**src/rtl/muldiv_unit.sv**
```systemverilog
// muldiv_unit: iterative radix-2 RV32M multiply/divide unit for the execute stage.
// Multiply is shift-add into a 64-bit accumulator. Divide is restoring, with a
// 33-bit partial remainder. Operands are converted to magnitudes on accept, and
// the sign fix-up happens when the result is registered.
// Optional build macro: MULDIV_EARLY_OUT_EN. When defined, divide-by-zero,
// signed overflow and multiply-by-zero go straight from accept to DONE.
//
// Handshake: i_Start is a request that is taken only at an edge where the unit
// is idle (o_Busy=0) and i_Flush=0. The result is offered for exactly one cycle
// on o_Valid, and there is no back-pressure. o_Output holds the last result.
module muldiv_unit #(
  parameter int ITERATIONS = 32
) (
  input  logic        i_Clock,
  input  logic        i_Reset_n,
  input  logic        i_Start,
  input  logic [2:0]  i_Op,
  input  logic [31:0] i_Source1,
  input  logic [31:0] i_Source2,
  input  logic        i_Flush,
  output logic        o_Busy,
  output logic        o_Valid,
  output logic [31:0] o_Output,
  output logic [1:0]  o_State
);

  typedef enum logic [1:0] {
    IDLE = 2'd0,
    CALC = 2'd1,
    DONE = 2'd2
  } stateType;

  localparam logic [4:0] LastIter = 5'(ITERATIONS - 1);

  stateType    state;
  stateType    nextState;
  logic [4:0]  iterCount;
  logic [2:0]  opReg;
  logic        sign1;
  logic        sign2;
  logic        divZero;
  logic        divOverflow;
  logic [31:0] mag1;
  logic [31:0] mag2;
  logic [63:0] acc;
  logic [31:0] partRem;
  logic [31:0] resultReg;

  logic        inSigned1;
  logic        inSigned2;
  logic        inSign1;
  logic        inSign2;
  logic [31:0] inMag1;
  logic [31:0] inMag2;
  logic        inDivZero;
  logic        inOverflow;
  logic        accept;
  logic        earlyOut;
  logic        finishCalc;

  logic [32:0] mulSum;
  logic [32:0] divShift;
  logic        quotBit;
  logic [63:0] accNext;
  logic [31:0] remNext;

  logic        negResult;
  logic [63:0] prodFix;
  logic [31:0] quotFix;
  logic [31:0] remFix;
  logic [31:0] fixResult;

  // Decode operand signedness and magnitudes from the live request.
  always_comb begin
    inSigned1  = (i_Op == 3'b001) || (i_Op == 3'b010) ||
                 (i_Op == 3'b100) || (i_Op == 3'b110);
    inSigned2  = (i_Op == 3'b001) || (i_Op == 3'b100) || (i_Op == 3'b110);
    inSign1    = inSigned1 & i_Source1[31];
    inSign2    = inSigned2 & i_Source2[31];
    inMag1     = inSign1 ? -i_Source1 : i_Source1;
    inMag2     = inSign2 ? -i_Source2 : i_Source2;
    inDivZero  = i_Op[2] && (i_Source2 == 32'd0);
    inOverflow = i_Op[2] && inSigned2 &&
                 (i_Source1 == 32'h8000_0000) && (i_Source2 == 32'hFFFF_FFFF);
  end

`ifdef MULDIV_EARLY_OUT_EN
  logic [31:0] earlyResult;

  // Detect operations whose result is known at accept time.
  always_comb begin
    earlyOut    = 1'b0;
    earlyResult = 32'd0;
    if (i_Op[2]) begin
      if (inDivZero) begin
        earlyOut    = 1'b1;
        earlyResult = i_Op[1] ? i_Source1 : 32'hFFFF_FFFF;
      end else if (inOverflow) begin
        earlyOut    = 1'b1;
        earlyResult = i_Op[1] ? 32'd0 : 32'h8000_0000;
      end
    end else if ((i_Source1 == 32'd0) || (i_Source2 == 32'd0)) begin
      earlyOut    = 1'b1;
      earlyResult = 32'd0;
    end
  end
`else
  assign earlyOut = 1'b0;
`endif

  assign accept     = (state == IDLE) && i_Start && !i_Flush;
  assign finishCalc = (state == CALC) && (iterCount == LastIter) && !i_Flush;

  // One radix-2 step of the shift-add multiply or the restoring divide.
  always_comb begin
    mulSum   = {1'b0, acc[63:32]} + (acc[0] ? {1'b0, mag1} : 33'd0);
    divShift = {partRem, acc[31]};
    quotBit  = (divShift >= {1'b0, mag2});
    remNext  = quotBit ? 32'(divShift - {1'b0, mag2}) : divShift[31:0];
    if (opReg[2]) begin
      accNext = {acc[63:32], acc[30:0], quotBit};
    end else begin
      accNext = {mulSum, acc[31:1]};
    end
  end

  // Sign fix-up and special cases, applied to the final iteration's values.
  always_comb begin
    negResult = sign1 ^ sign2;
    prodFix   = negResult ? -accNext : accNext;
    if (divZero) begin
      quotFix = 32'hFFFF_FFFF;
    end else if (divOverflow) begin
      quotFix = 32'h8000_0000;
    end else begin
      quotFix = negResult ? -accNext[31:0] : accNext[31:0];
    end
    if (divZero) begin
      remFix = sign1 ? -mag1 : mag1;
    end else if (divOverflow) begin
      remFix = 32'd0;
    end else begin
      remFix = sign1 ? -remNext : remNext;
    end
    case (opReg)
      3'b000:                 fixResult = prodFix[31:0];
      3'b001, 3'b010, 3'b011: fixResult = prodFix[63:32];
      3'b100, 3'b101:         fixResult = quotFix;
      default:                fixResult = remFix;
    endcase
  end

  // FSM state register.
  always_ff @(posedge i_Clock or negedge i_Reset_n) begin
    if (!i_Reset_n) begin
      state <= IDLE;
    end else begin
      state <= nextState;
    end
  end

  // FSM next-state logic; flush overrides everything.
  always_comb begin
    nextState = state;
    if (i_Flush) begin
      nextState = IDLE;
    end else begin
      case (state)
        IDLE:    if (i_Start) nextState = earlyOut ? DONE : CALC;
        CALC:    if (iterCount == LastIter) nextState = DONE;
        DONE:    nextState = IDLE;
        default: nextState = IDLE;
      endcase
    end
  end

  // FSM outputs.
  always_comb begin
    o_Busy   = (state != IDLE);
    o_Valid  = (state == DONE);
    o_State  = state;
    o_Output = resultReg;
  end

  // Operand capture on accept, then one iteration per CALC cycle.
  always_ff @(posedge i_Clock or negedge i_Reset_n) begin
    if (!i_Reset_n) begin
      iterCount   <= 5'd0;
      opReg       <= 3'd0;
      sign1       <= 1'b0;
      sign2       <= 1'b0;
      divZero     <= 1'b0;
      divOverflow <= 1'b0;
      mag1        <= 32'd0;
      mag2        <= 32'd0;
      acc         <= 64'd0;
      partRem     <= 32'd0;
    end else if (accept) begin
      iterCount   <= 5'd0;
      opReg       <= i_Op;
      sign1       <= inSign1;
      sign2       <= inSign2;
      divZero     <= inDivZero;
      divOverflow <= inOverflow;
      mag1        <= inMag1;
      mag2        <= inMag2;
      acc         <= {32'd0, (i_Op[2] ? inMag1 : inMag2)};
      partRem     <= 32'd0;
    end else if (state == CALC) begin
      iterCount   <= iterCount + 5'd1;
      acc         <= accNext;
      partRem     <= remNext;
    end
  end

  // Result register: written only on a completing edge, otherwise held.
  always_ff @(posedge i_Clock or negedge i_Reset_n) begin
    if (!i_Reset_n) begin
      resultReg <= 32'd0;
    end else if (finishCalc) begin
      resultReg <= fixResult;
`ifdef MULDIV_EARLY_OUT_EN
    end else if (accept && earlyOut) begin
      resultReg <= earlyResult;
`endif
    end
  end

endmodule

```
**config.mk**
```make
export PLATFORM = sky130hd
export DESIGN_NAME = muldiv_unit
export DESIGN_NICKNAME = d
export VERILOG_FILES = /design/src/rtl/muldiv_unit.sv
export SDC_FILE = /design/constraint.sdc
export NUM_CORES = 1
export LEC_CHECK = 0
export CORE_MARGIN = 4
export CORE_UTILIZATION = 46
export DETAILED_ROUTE_END_ITERATION = 10
export PLACE_DENSITY = 0.61
export SYNTH_ARGS = -nofsm -noshare
export SYNTH_HDL_FRONTEND = slang
export SYNTH_SLANG_ARGS = --single-unit
```
**constraint.sdc**
```tcl
create_clock -name i_Clock -period 6.04 [get_ports i_Clock]
set_input_delay 0.906 -clock i_Clock [delete_from_list [all_inputs] [get_ports i_Clock]]
set_output_delay 0.906 -clock i_Clock [all_outputs]
set_load 0.02 [all_outputs]
```
==> results of run 1 <==
registers in the layout, indices dropped and copies added (netlist names):
signal       flops
acc             64
mag1            32
mag2            32
o_Output        32
partRem         32
iterCount        5
opReg            3
o_State          2
divOverflow      1
divZero          1
sign1            1
sign2            1
layer usage:
| metal | vias up | wire length, um | track usage |
|---|---|---|---|
| met5 | - | 55 | 0.009698 |
| met4 | 2 | 2440 | 0.08596 |
| met3 | 121 | 7264 | 0.06509 |
| met2 | 943 | 33800 | 0.5094 |
| met1 | 9652 | 34080 | 0.4815 |
| li1 | 9245 | - | - |
per-stage QoR:
step / hold slack [ns] / area, um^2 / setup WS (ns)
6_report: 0.4113 / 21580 / 0.3778
5_1_grt: 0.4571 / 21570 / 0.03565
4_1_cts: 0.4446 / 21570 / 0.5738
3_5_place_dp: 0.4698 / 20680 / 0.5903
3_3_place_gp: 0.4610 / 20680 / 0.6438
2_1_floorplan: 0.4498 / 19280 / 1.066
layout make-up:
type,instances,area [um^2]
Multi-Input combinational cell,2074,13290
Timing Repair Buffer,141,1323
Clock buffer,40,804.5
Clock inverter,6,88.84
Inverter,66,247.7
Sequential cell,206,5160
Antenna cell,1,2.502
Tap cell,532,665.6
Fill cell,4040,19530
final timing paths:
path / start / endpoint / slack (ns)
max: partRem[17]$_DFFE_PN0P_ / o_Output[28]$_DFFE_PN0P_ / 0.38
min: i_Reset_n / acc[54]$_DFFE_PN0P_ / 0.41
max reg2reg: partRem[17]$_DFFE_PN0P_ / o_Output[28]$_DFFE_PN0P_ / 0.38
min reg2reg: o_Output[0]$_DFFE_PN0P_ / o_Output[0]$_DFFE_PN0P_ / 0.48
max in group asynchronous: i_Reset_n / acc[48]$_DFFE_PN0P_ / 4.29
min in group i_Clock: o_Output[0]$_DFFE_PN0P_ / o_Output[0]$_DFFE_PN0P_ / 0.48
cell usage in the layout (no fill, tap or decap), types with 9 or more instances in the layout:
cell / count
o211ai_1: 39
nor2_1: 174
clkbuf_16: 27
xor2_1: 93
a21o_1: 14
a221oi_1: 40
inv_1: 64
nor2b_1: 18
xnor2_1: 111
o41ai_1: 18
dfrtp_1: 204
or2_2: 9
a211oi_1: 21
clkdlybuf4s50_1: 104
ha_1: 72
nand2_1: 293
buf_4: 35
and2_1: 51
o21a_1: 16
mux2i_1: 67
o21ai_0: 273
or4_1: 21
nand4_1: 38
nor3_1: 60
o31ai_1: 47
or3_1: 35
mux2_2: 18
nand2b_1: 34
a31oi_1: 37
o211a_1: 9
clkbuf_8: 9
nand3_1: 109
nor4_1: 23
a21oi_1: 149
critical path: cells and delay by family (launching register included):
family	cells	cell delay, ns
adder cells (fa/ha/maj)	2	0.67
flip-flops	1	0.43
XOR/XNOR	1	0.17
AND/OR/NAND/NOR	4	1.76
buffers and inverters	1	0.23
AO/OA/AOI/OAI	9	2.27
power groups by stage:
stage	sequential (mW)	clock [mW]	combinational, mW
3_3_place_gp	2.34	0	7.25
2_1_floorplan	2.11	0	5.23
4_1_cts	2.33	1.67	7.32
6_report	2.36	1.65	7.47
3_5_place_dp	2.35	0	7.28
5_1_grt	2.40	1.72	8.05
kinds of logic (layout without fill, tap and decap cells):
kind of cell | after synthesis | after routing | share of synthesized area
flops | 206 | 206 | 0.2674
simple gates | 922 | 922 | 0.2349
compound gates | 787 | 787 | 0.2644
buf+inv | 223 | 253 | 0.04557
xor+xnor | 206 | 206 | 0.09360
fa+ha+maj | 74 | 74 | 0.04881
other cells | 0 | 1 | 0
mux | 85 | 85 | 0.04531
==> flow_summary.json, run 1 <==
{
  "leakagePower_nw": 8.574,
  "max_freq_mhz": 176.6,
  "place.gp.congestion": 1.003,
  "skew_ns": 0.02400,
  "drc": 0,
  "comb_power_share": 0.651,
  "rr_worst_depth": 17,
  "cts.clk_slew.worst_paths_ns": 0.06,
  "row_count": 74,
  "synth-main-ff-cell": "dfrtp_1",
  "ys_seq_area_frac": 0.2674,
  "die_width_um": 212.7,
  "synth.most_common_cell": "nand2_1",
  "synth_common_cells": "nand2_1, o21ai_0, dfrtp_1",
  "start_util": 0.4689,
  "totalWireLength_um": 77640,
  "synth_area_leaders": "dfrtp_1, o21ai_0, nand2_1",
  "cts_buffers": 26,
  "dr.pass1.iters": 6,
  "clock_path_buffers": 3,
  "worst_ep_required_time_ns": 6.45,
  "worst_pin_slew_ns": 1.079,
  "clockRootBuffer": "clkbuf_16",
  "drt_first_iter_violations": 2491,
  "final.min_clock_period_ns": 5.662,
  "grt_max_degree": 91,
  "syn_nets": 2648,
  "intPower_mw": 5.385,
  "sw_frac_of_total": 0.5311,
  "critPathCaptureType": "register",
  "cts_hold_buf": 0,
  "p_clk_frac": 0.144,
  "vias_per_cell": 6.511,
  "insertion_delay_ns": 0.56,
  "ys_types": 98,
  "syn-instance-count": 2503,
  "finalNonFillerCells": 3066,
  "grt_pass1_wl_um": 115800,
  "synth_top_cell_area_share": 0.2674,
  "maxCapViolCount": 0,
  "timing.final.crit_share": 0.9375,
  "drive_above_1_share": 0.06040,
  "post_cts_buffers": 0,
  "yosysWarningCount": 0,
  "power.total_mw": 11.48,
  "final_core_util": 0.5249,
  "die_y_um": 212.7,
  "cp.arrival_ns": 6.07,
  "p_switching_mw": 6.098,
  "grt-ovfl-total": 0,
  "io_buffer_count": 106,
  "die_area_mm2": 0.04524,
  "cts_tree": "built",
  "criticalPathCategory": "reg -> reg",
  "h-tree-depth": 1,
  "clkSinkCount": 206,
  "synth_seq_cells": 206,
  "detail_route.wl_per_cell_um": 25.32,
  "path_cells": "ha_1 -> a21oi_1 -> o21ai_0 -> a22oi_1 -> a31oi_2 -> o31ai_1 -> buf_4 -> ha_1 -> o2111ai_1 -> nand2b_1 -> nor4_2 -> nand2_1 -> nor4_1 -> a31oi_1 -> xnor2_1 -> a221oi_1 -> o21ai_0",
  "critPathSlowestCell": "nor4_2",
  "cp_max_fo": 10,
  "layout-area-overhead-vs-synth_pct": 11.94,
  "rsz0062_at_grt": "no",
  "grt_pass1_vias": 18470,
  "power_density_mw_per_mm2": 532.2,
  "pwr-share-seq": 0.205,
  "maxSlewViolCount": 0,
  "synthArstFlopShare": 1.000,
  "status": "finished clean",
  "drtAntennaViolNets": 0,
  "hp-class": "in -> async",
  "io_pins": 107,
  "design.core.area_mm2": 0.04111,
  "worstSetupStartpointType": "register",
  "fin_setup_tns_ns": 0,
  "max_stage_delay_ns": 0.68,
  "layout.nets": 2660,
  "netlist_area_mm2": 0.01928,
  "final_hold_viol_count": 0,
  "peakVddDrop_uv": 311.8,
  "setup_violations": 0,
  "synth.avg_cell_area_um2": 7.701,
  "yosysTopAreaCell": "dfrtp_1",
  "dp.cells": 3019,
  "antenna_found_initial": 2,
  "grt_use_total": 0.3320,
  "synth_edf_count": 0,
  "post_cts_resized": 0,
  "place_hpwl_um": 60440,
  "vias": 19960,
  "max-slew-margin-rel": 0.2787
}
Power figures use the tool's default switching activity.
==> run 2, diff against run 1 <==
GPL_ROUTABILITY_DRIVEN = 0   (was unset)
==> run 2 against run 1 <==
Net effect: flip-flop and latch count unchanged; final area about the same; die area unchanged; setup slack better by 0.097 ns; utilization about the same; register-to-register slack better by 0.097 ns; final cell count down 0.23%; via count up 0.86%; sequential power about the same; worst hold slack better by 0.027 ns; sequential share of layout area about the same; clock skew down 0.0069 ns; highest routed layer unchanged.
==> flow_summary.json, run 2 (synthesis gave the netlist of run 1 again) <==
{
  "max-slew-margin-rel": 0.2228,
  "diodes": 0,
  "layout_commonest_cell": "nand2_1",
  "fin_setup_tns_ns": 0,
  "cts_hold_buf": 0,
  "row_count": 74,
  "critPathCaptureType": "register",
  "drtAntennaViolNets": 0,
  "ff2ff_setup_slack_ns": 0.47,
  "post_cts_buffers": 0,
  "cp_max_fo": 35,
  "drc": 0,
  "setup_violations": 0,
  "drive_above_1_share": 0.05857,
  "maxSlewViolCount": 0,
  "die_area_mm2": 0.04524,
  "hp-class": "in -> async",
  "placed_area_mm2": 0.02065,
  "worst_ep_required_time_ns": 6.46,
  "skew_ns": 0.01706,
  "io_buffer_count": 106,
  "cts_buffers": 27,
  "dp.cells": 3013,
  "insertion_delay_ns": 0.56,
  "grt_use_total": 0.3180,
  "maxCapViolCount": 0,
  "design.core.area_mm2": 0.04111,
  "leakagePower_nw": 8.583,
  "start_util": 0.4689,
  "die_y_um": 212.7,
  "criticalPathCategory": "reg -> reg",
  "cts.clk_slew.worst_paths_ns": 0.07,
  "rr_worst_depth": 13,
  "max_freq_mhz": 179.7,
  "r2r-end": "o_Output[27]$_DFFE_PN0P_",
  "clockRootBuffer": "clkbuf_16",
  "final_hold_viol_count": 0,
  "worst_pin_slew_ns": 1.162,
  "die_width_um": 212.7,
  "grt-ovfl-total": 0,
  "layout.nets": 2655,
  "cp-endpoint": "o_Output[27]$_DFFE_PN0P_",
  "rsz0062_at_grt": "no",
  "power_density_mw_per_mm2": 533.5,
  "drt_first_iter_violations": 2361,
  "antenna_found_initial": 2,
  "status": "finished clean",
  "final.min_clock_period_ns": 5.566,
  "largest_reg_flops": 64,
  "cts_tree": "built",
  "crit_start": "acc[0]$_DFFE_PN0P_",
  "clock_path_buffers": 3,
  "detail_route.wl_per_cell_um": 24.30,
  "layout-area-overhead-vs-synth_pct": 12.04,
  "clkSinkCount": 206,
  "post_cts_resized": 0,
  "totalWireLength_um": 74330,
  "dr.pass1.iters": 8,
  "finalNonFillerCells": 3059,
  "grt_max_degree": 107,
  "top_register": "acc",
  "rr_startpoint": "acc[0]$_DFFE_PN0P_",
  "timing.final.crit_share": 0.9214,
  "vias": 20130,
  "place_hpwl_um": 57860,
  "grt_pass1_wl_um": 112100,
  "worstSetupStartpointType": "register",
  "peakVddDrop_uv": 348.0,
  "grt_pass1_vias": 18640,
  "h-tree-depth": 1,
  "final_cell_mix": "nand2_1, o21ai_0, dfrtp_1, nor2_1, a21oi_1",
  "postLayoutCellArea_mm2": 0.02160,
  "vias_per_cell": 6.582,
  "io_pins": 107,
  "cp.arrival_ns": 5.98
}
run 2: cell types whose count changed in the layout (fill, tap and decap cells not counted):
cell	before	now
bufinv_16	2	4
buf_4	35	28
diode_2	1	0
clkbuf_8	9	10
clkbuf_1	5	4
clkinvlp_4	2	0
buf_12	0	1
run 2: final cells by class:
cell class / count / area [um^2]
fill: 4014 / 19510
timing repair buffer: 135 / 1290
multi-input combinational: 2074 / 13290
clock inverter: 6 / 133.9
inverter: 66 / 247.7
sequential: 206 / 5160
tap: 532 / 665.6
clock buffer: 40 / 814.5
run 2: power by group:
part	total (mW)	switching [mW]	internal, mW
Sequential	2.38	0.607	1.77
Clock	1.74	0.653	1.09
Combinational	7.40	4.80	2.60
run 2: metal layers:
metal,up-vias,global-route usage,wire (um)
met1,9697,0.4526,31890
met2,1043,0.4888,32440
met4,2,0.1035,2751
met3,159,0.06289,7230
li1,9233,-,-
met5,-,0,13
run 2: worst max-delay path, cell delays in order, from the launching register on:
cell and delay (ns):
dfrtp_1 0.73, and2_1 0.35, ha_1 0.22, fa_1 0.44, a211oi_1 0.55, nor4_1 0.11
a311o_1 0.40, o41ai_2 0.73, nand3_1 0.38, nor4_2 0.66, a21oi_1 0.16, xnor2_1 0.17
a211oi_1 0.43, nor3_1 0.10
run 2: per-stage QoR:
step                      setup slack, ns  utilization  total power [mW]  hold WS, ns
after floorplan                     1.066            -             7.345       0.4498
after global placement             0.6458       0.5023             9.491       0.4640
after detailed placement           0.6590       0.5023             9.562       0.4698
after CTS                          0.6482       0.5254             11.34       0.4785
after global routing               0.1342       0.5254             12.22       0.5069
final                              0.4745       0.5254             11.52       0.4386
run 2: how the worst min path moves through the flow:
stage / from / to / slack [ns] / depth (start not counted)
2_1_floorplan: mag2[10]$_DFFE_PN0P_ / mag2[10]$_DFFE_PN0P_ / 0.45 / 2
3_3_place_gp: mag2[24]$_DFFE_PN0P_ / mag2[24]$_DFFE_PN0P_ / 0.46 / 2
3_5_place_dp: mag2[24]$_DFFE_PN0P_ / mag2[24]$_DFFE_PN0P_ / 0.47 / 2
4_1_cts: i_Reset_n / acc[60]$_DFFE_PN0P_ / 0.48 / 1
5_1_grt: i_Reset_n / acc[59]$_DFFE_PN0P_ / 0.51 / 1
6_report: i_Reset_n / acc[59]$_DFFE_PN0P_ / 0.44 / 1
==> run 3, diff against run 2 <==
CELL_PAD_IN_SITES_DETAIL_PLACEMENT = 2   (was unset)
CELL_PAD_IN_SITES_GLOBAL_PLACEMENT = 2   (was unset)
CORE_MARGIN = 3   (was 4)
CORE_UTILIZATION = 37   (was 46)
PLACE_DENSITY = 0.79   (was 0.61)
SLEW_MARGIN = 10   (was unset)
==> run 3 against run 2 <==
Net effect: total power is 5.7% higher; flip-flop and latch count stayed put; global-route usage is 0.62 points higher; via count is 1.8% higher; worst hold slack worse by 0.15 ns; final area is 1.4% higher; count of clock-buffer cells in the layout is 3 lower; largest power group unchanged; highest routed layer is now met4; die area is 21% higher; clock power is 6% higher; final cell count is 5.2% higher; largest cell class unchanged; critical path type unchanged; utilization is 10 points lower; first-iteration DRC count is 30% lower.
==> flow_summary.json, run 3 (synthesis gave the netlist of run 1 again) <==
{
  "grt_use_total": 0.3242,
  "die_y_um": 234.3,
  "vias": 20500,
  "grt_pass1_vias": 21650,
  "place_hpwl_um": 69130,
  "grt-ovfl-total": 0,
  "diodes": 0,
  "top_usage_layer": "met2",
  "clockRootBuffer": "clkbuf_16",
  "critPathCaptureType": "register",
  "cts.clk_slew.worst_paths_ns": 0.06,
  "max_stage_delay_ns": 0.72,
  "met1_usage": 0.4311,
  "rsz0062_at_grt": "no",
  "critPathSlowestCell": "a31oi_1",
  "worstSetupStartpointType": "register",
  "timing.final.crit_share": 0.9281,
  "maxSlewViolCount": 0,
  "totalWireLength_um": 89830,
  "path_cells": "and2_1 -> ha_1 -> fa_1 -> a211o_1 -> a21oi_1 -> a21boi_1 -> o21ai_0 -> a2111oi_0 -> or3_1 -> a31oi_1 -> nand4_1 -> o311a_1 -> a32o_2",
  "final_cell_mix": "nand2_1, o21ai_0, dfrtp_1, nor2_1, a21oi_1",
  "peakVddDrop_uv": 296.3,
  "io_pins": 107,
  "status": "finished clean",
  "grt_max_degree": 123,
  "fin_setup_tns_ns": 0,
  "post_cts_resized": 0,
  "top_register": "acc",
  "clock_path_buffers": 3,
  "layout_commonest_cell": "nand2_1",
  "cp.arrival_ns": 6.07,
  "start_util": 0.3750,
  "cts_hold_buf": 0,
  "drt_first_iter_violations": 1651,
  "final.min_clock_period_ns": 5.606,
  "die_width_um": 234.3,
  "dr.pass1.iters": 5,
  "drive_above_1_share": 0.06459,
  "largest_reg_flops": 64,
  "worst-path-buf-inv": 0,
  "layout.nets": 2663,
  "design.core.area_mm2": 0.05141,
  "final_hold_viol_count": 0,
  "hp-class": "in -> async",
  "power_density_mw_per_mm2": 556.6,
  "row_count": 83,
  "worst_ep_required_time_ns": 6.50,
  "vias_per_cell": 6.367,
  "clkSinkCount": 206,
  "detail_route.wl_per_cell_um": 27.91,
  "cts_buffers": 28,
  "grt_pass1_wl_um": 136400,
  "max-slew-margin-rel": 0.3371,
  "worst_slack_ns": 0.4344,
  "h-tree-depth": 1,
  "criticalPathCategory": "reg -> reg",
  "use_met3": 0.05479,
  "dpl_worst_slack_ns": 0.6950,
  "skew_ns": 0.01663,
  "grt_use_met2": 0.5195,
  "io_buffer_count": 106,
  "drtAntennaViolNets": 0,
  "cts_tree": "built",
  "post_cts_buffers": 0,
  "layout-area-overhead-vs-synth_pct": 13.56,
  "maxCapViolCount": 0,
  "path_delay_family": "compound AO/OA/AOI/OAI gates",
  "insertion_delay_ns": 0.59,
  "die_area_mm2": 0.05487,
  "setup_violations": 0,
  "drc": 0,
  "cp_max_fo": 21,
  "max_freq_mhz": 178.4,
  "antenna_found_initial": 0,
  "leakagePower_nw": 8.636,
  "worst_pin_slew_ns": 0.9873
}
[run 3: report_power, final]
group          total (mW)  switching [mW]  internal, mW
logic                7.94            5.29          2.65
clock network        1.85           0.732          1.11
registers            2.40           0.625          1.77
total                12.2            6.65          5.54
[run 3: final timing paths]
check / from / end / slack (ns) / cells past startpoint
worst max-delay path: acc[0]$_DFFE_PN0P_ / o_Output[31]$_DFFE_PN0P_ / 0.43 / 13
worst min-delay path: i_Reset_n / partRem[5]$_DFFE_PN0P_ / 0.29 / 1
worst max register to register: acc[0]$_DFFE_PN0P_ / o_Output[31]$_DFFE_PN0P_ / 0.43 / 13
worst min register to register: o_Output[0]$_DFFE_PN0P_ / o_Output[0]$_DFFE_PN0P_ / 0.48 / 2
max in group asynchronous: i_Reset_n / opReg[2]$_DFFE_PN0P_ / 4.54 / 2
min in group i_Clock: o_Output[0]$_DFFE_PN0P_ / o_Output[0]$_DFFE_PN0P_ / 0.48 / 2
[run 3: per-layer routing]
layer,up-vias,share of wire
met5,-,0
met4,0,0.049
met3,178,0.064
met2,647,0.45
met1,10440,0.43
li1,9236,-
[run 3: final cells by class]
type	instances	area (um^2)
sequential	206	5160
tap	680	850.8
multi-input combinational	2074	13290
timing repair buffer	142	1344
inverter	66	247.7
fill	5897	29520
clock inverter	14	181.4
clock buffer	37	815.8
[run 3: stage by stage]
stage,total power [mW],instance area [um^2],instances,hold WS [ns],utilization
floorplan,7.345,19280,2503,0.4498,-
global placement,9.754,20890,3168,0.4601,0.4064
detailed placement,10.13,20890,3168,0.4740,0.4064
CTS,12.07,21890,3219,0.3557,0.4258
global route,12.95,21890,3219,0.3855,0.4258
finish,12.18,21890,3219,0.2878,0.4258
==> variant (flow settings as in run 2) <==
Register the inputs `i_Start` and `i_Flush` before use, cleared by the reset. The logic sees them one clock later. The other inputs are not delayed to match. Comments in the files are not updated.
--- a/src/rtl/muldiv_unit.sv
+++ b/src/rtl/muldiv_unit.sv
@@ -32,6 +32,19 @@
 
   localparam logic [4:0] LastIter = 5'(ITERATIONS - 1);
 
+  logic i_Start_q;
+  logic i_Flush_q;
+
+  always_ff @(posedge i_Clock or negedge i_Reset_n) begin
+    if (!i_Reset_n) begin
+      i_Start_q <= '0;
+      i_Flush_q <= '0;
+    end else begin
+      i_Start_q <= i_Start;
+      i_Flush_q <= i_Flush;
+    end
+  end
+
   stateType    state;
   stateType    nextState;
   logic [4:0]  iterCount;
@@ -108,8 +121,8 @@
   assign earlyOut = 1'b0;
 `endif
 
-  assign accept     = (state == IDLE) && i_Start && !i_Flush;
-  assign finishCalc = (state == CALC) && (iterCount == LastIter) && !i_Flush;
+  assign accept     = (state == IDLE) && i_Start_q && !i_Flush_q;
+  assign finishCalc = (state == CALC) && (iterCount == LastIter) && !i_Flush_q;
 
   // One radix-2 step of the shift-add multiply or the restoring divide.
   always_comb begin
@@ -162,11 +175,11 @@
   // FSM next-state logic; flush overrides everything.
   always_comb begin
     nextState = state;
-    if (i_Flush) begin
+    if (i_Flush_q) begin
       nextState = IDLE;
     end else begin
       case (state)
-        IDLE:    if (i_Start) nextState = earlyOut ? DONE : CALC;
+        IDLE:    if (i_Start_q) nextState = earlyOut ? DONE : CALC;
         CALC:    if (iterCount == LastIter) nextState = DONE;
         DONE:    nextState = IDLE;
         default: nextState = IDLE;
Behaviour: not the same (a bounded check fails within 4 cycles, from zero or initial values and one cycle with i_Reset_n low).
==> variant against run 2 <==
Area after synthesis about the same. Power down 29%. Fmax shrank 0.27%. Wire length decreased by 0.94%. Count of clock-buffer cells in the layout fell by 5. Setup slack got worse by 0.015 ns. Sequential cell count is 2 higher. Design area grew 0.34%.
==> variant: results (changes against run 2) <==
* Synth area leaders: dfrtp_1 27%, o21ai_0 7.2%, nand2_1 5.9% (was dfrtp_1 27%, o21ai_0 7.1%, nand2_1 5.7%)
* Synth Area in Compound Gates at 0.2683 (was 0.2644)
* Sequential Area at 5210 um2 (was 5160 um2)
* Crit path DAT at 6.01 ns (was 5.98 ns)
* Initial antenna violation count at 1 (was 2)
* Avg Synthesized Cell Area at 7.721 um2 (was 7.701 um2)
* Final HPWL DP at 56320 um (was 57860 um)
* Most frequent cells after synthesis: 302 x nand2_1, 277 x o21ai_0, 208 x dfrtp_1 (was 294 x nand2_1, 273 x o21ai_0, 206 x dfrtp_1)
* Yosys reg bits at 208 (was 206)
* First-pass GRT wire length at 110800 um (was 112100 um)
* Adder-cell share of the synthesized area at 0.04878 (was 0.04881)
* Library cells used by synthesis at 99 (was 98)
* Slowest CP cell: or3_1 (was dfrtp_1)
* Metal2 WL at 30990 um (was 32440 um)
* Leak at 8.745 nW (was 8.583 nW)
* Family with the most delay on the worst path: simple AND/OR/NAND/NOR gates (was compound AO/OA/AOI/OAI gates)
* Slew headroom at 0.2900 (was 0.2228)
* Placed cells at 3018 (was 3013)
* Outcome: complete, no violations (unchanged)
* Largest net degree at the start of global routing at 103 (was 107)
* Area growth syn-to-layout at 12.36% (was 12.04%)
* Crit-path max FO at 7 (was 35)
* Max Used Layer: met4 (was met5)
* Mean number of vias per cell at 6.523 (was 6.582)
* Met2 Use GR at 0.4710 (was 0.4888)
* DR WL met3 at 8048 um (was 7230 um)
## variant: repair_timing
| action | in CTS | in global routing |
|---|---|---|
| setup endpoints to repair | 0 | 2 |
| hold endpoints to repair | 0 | 0 |
| gates resized for setup | 0 | 2 |
## variant: path summary, 6_finish.rpt
path                         startpoint      endpoint  slack, ns  depth (start not counted)
setup / recovery             partRem[0]  o_Output[26]       0.46                         20
min in group i_Clock       o_Output[31]  o_Output[31]       0.47                          2
hold reg to reg            o_Output[31]  o_Output[31]       0.47                          2
setup reg to reg             partRem[0]  o_Output[26]       0.46                         20
max in group asynchronous     i_Reset_n      mag2[25]       4.33                          2
hold / removal                i_Reset_n       acc[60]       0.29                          1
## variant: report_power, final
| part | internal [mW] | total [mW] | switching (mW) |
|---|---|---|---|
| clock | 1.05 | 1.71 | 0.660 |
| sequential | 1.68 | 2.15 | 0.472 |
| combinational | 1.59 | 4.33 | 2.74 |
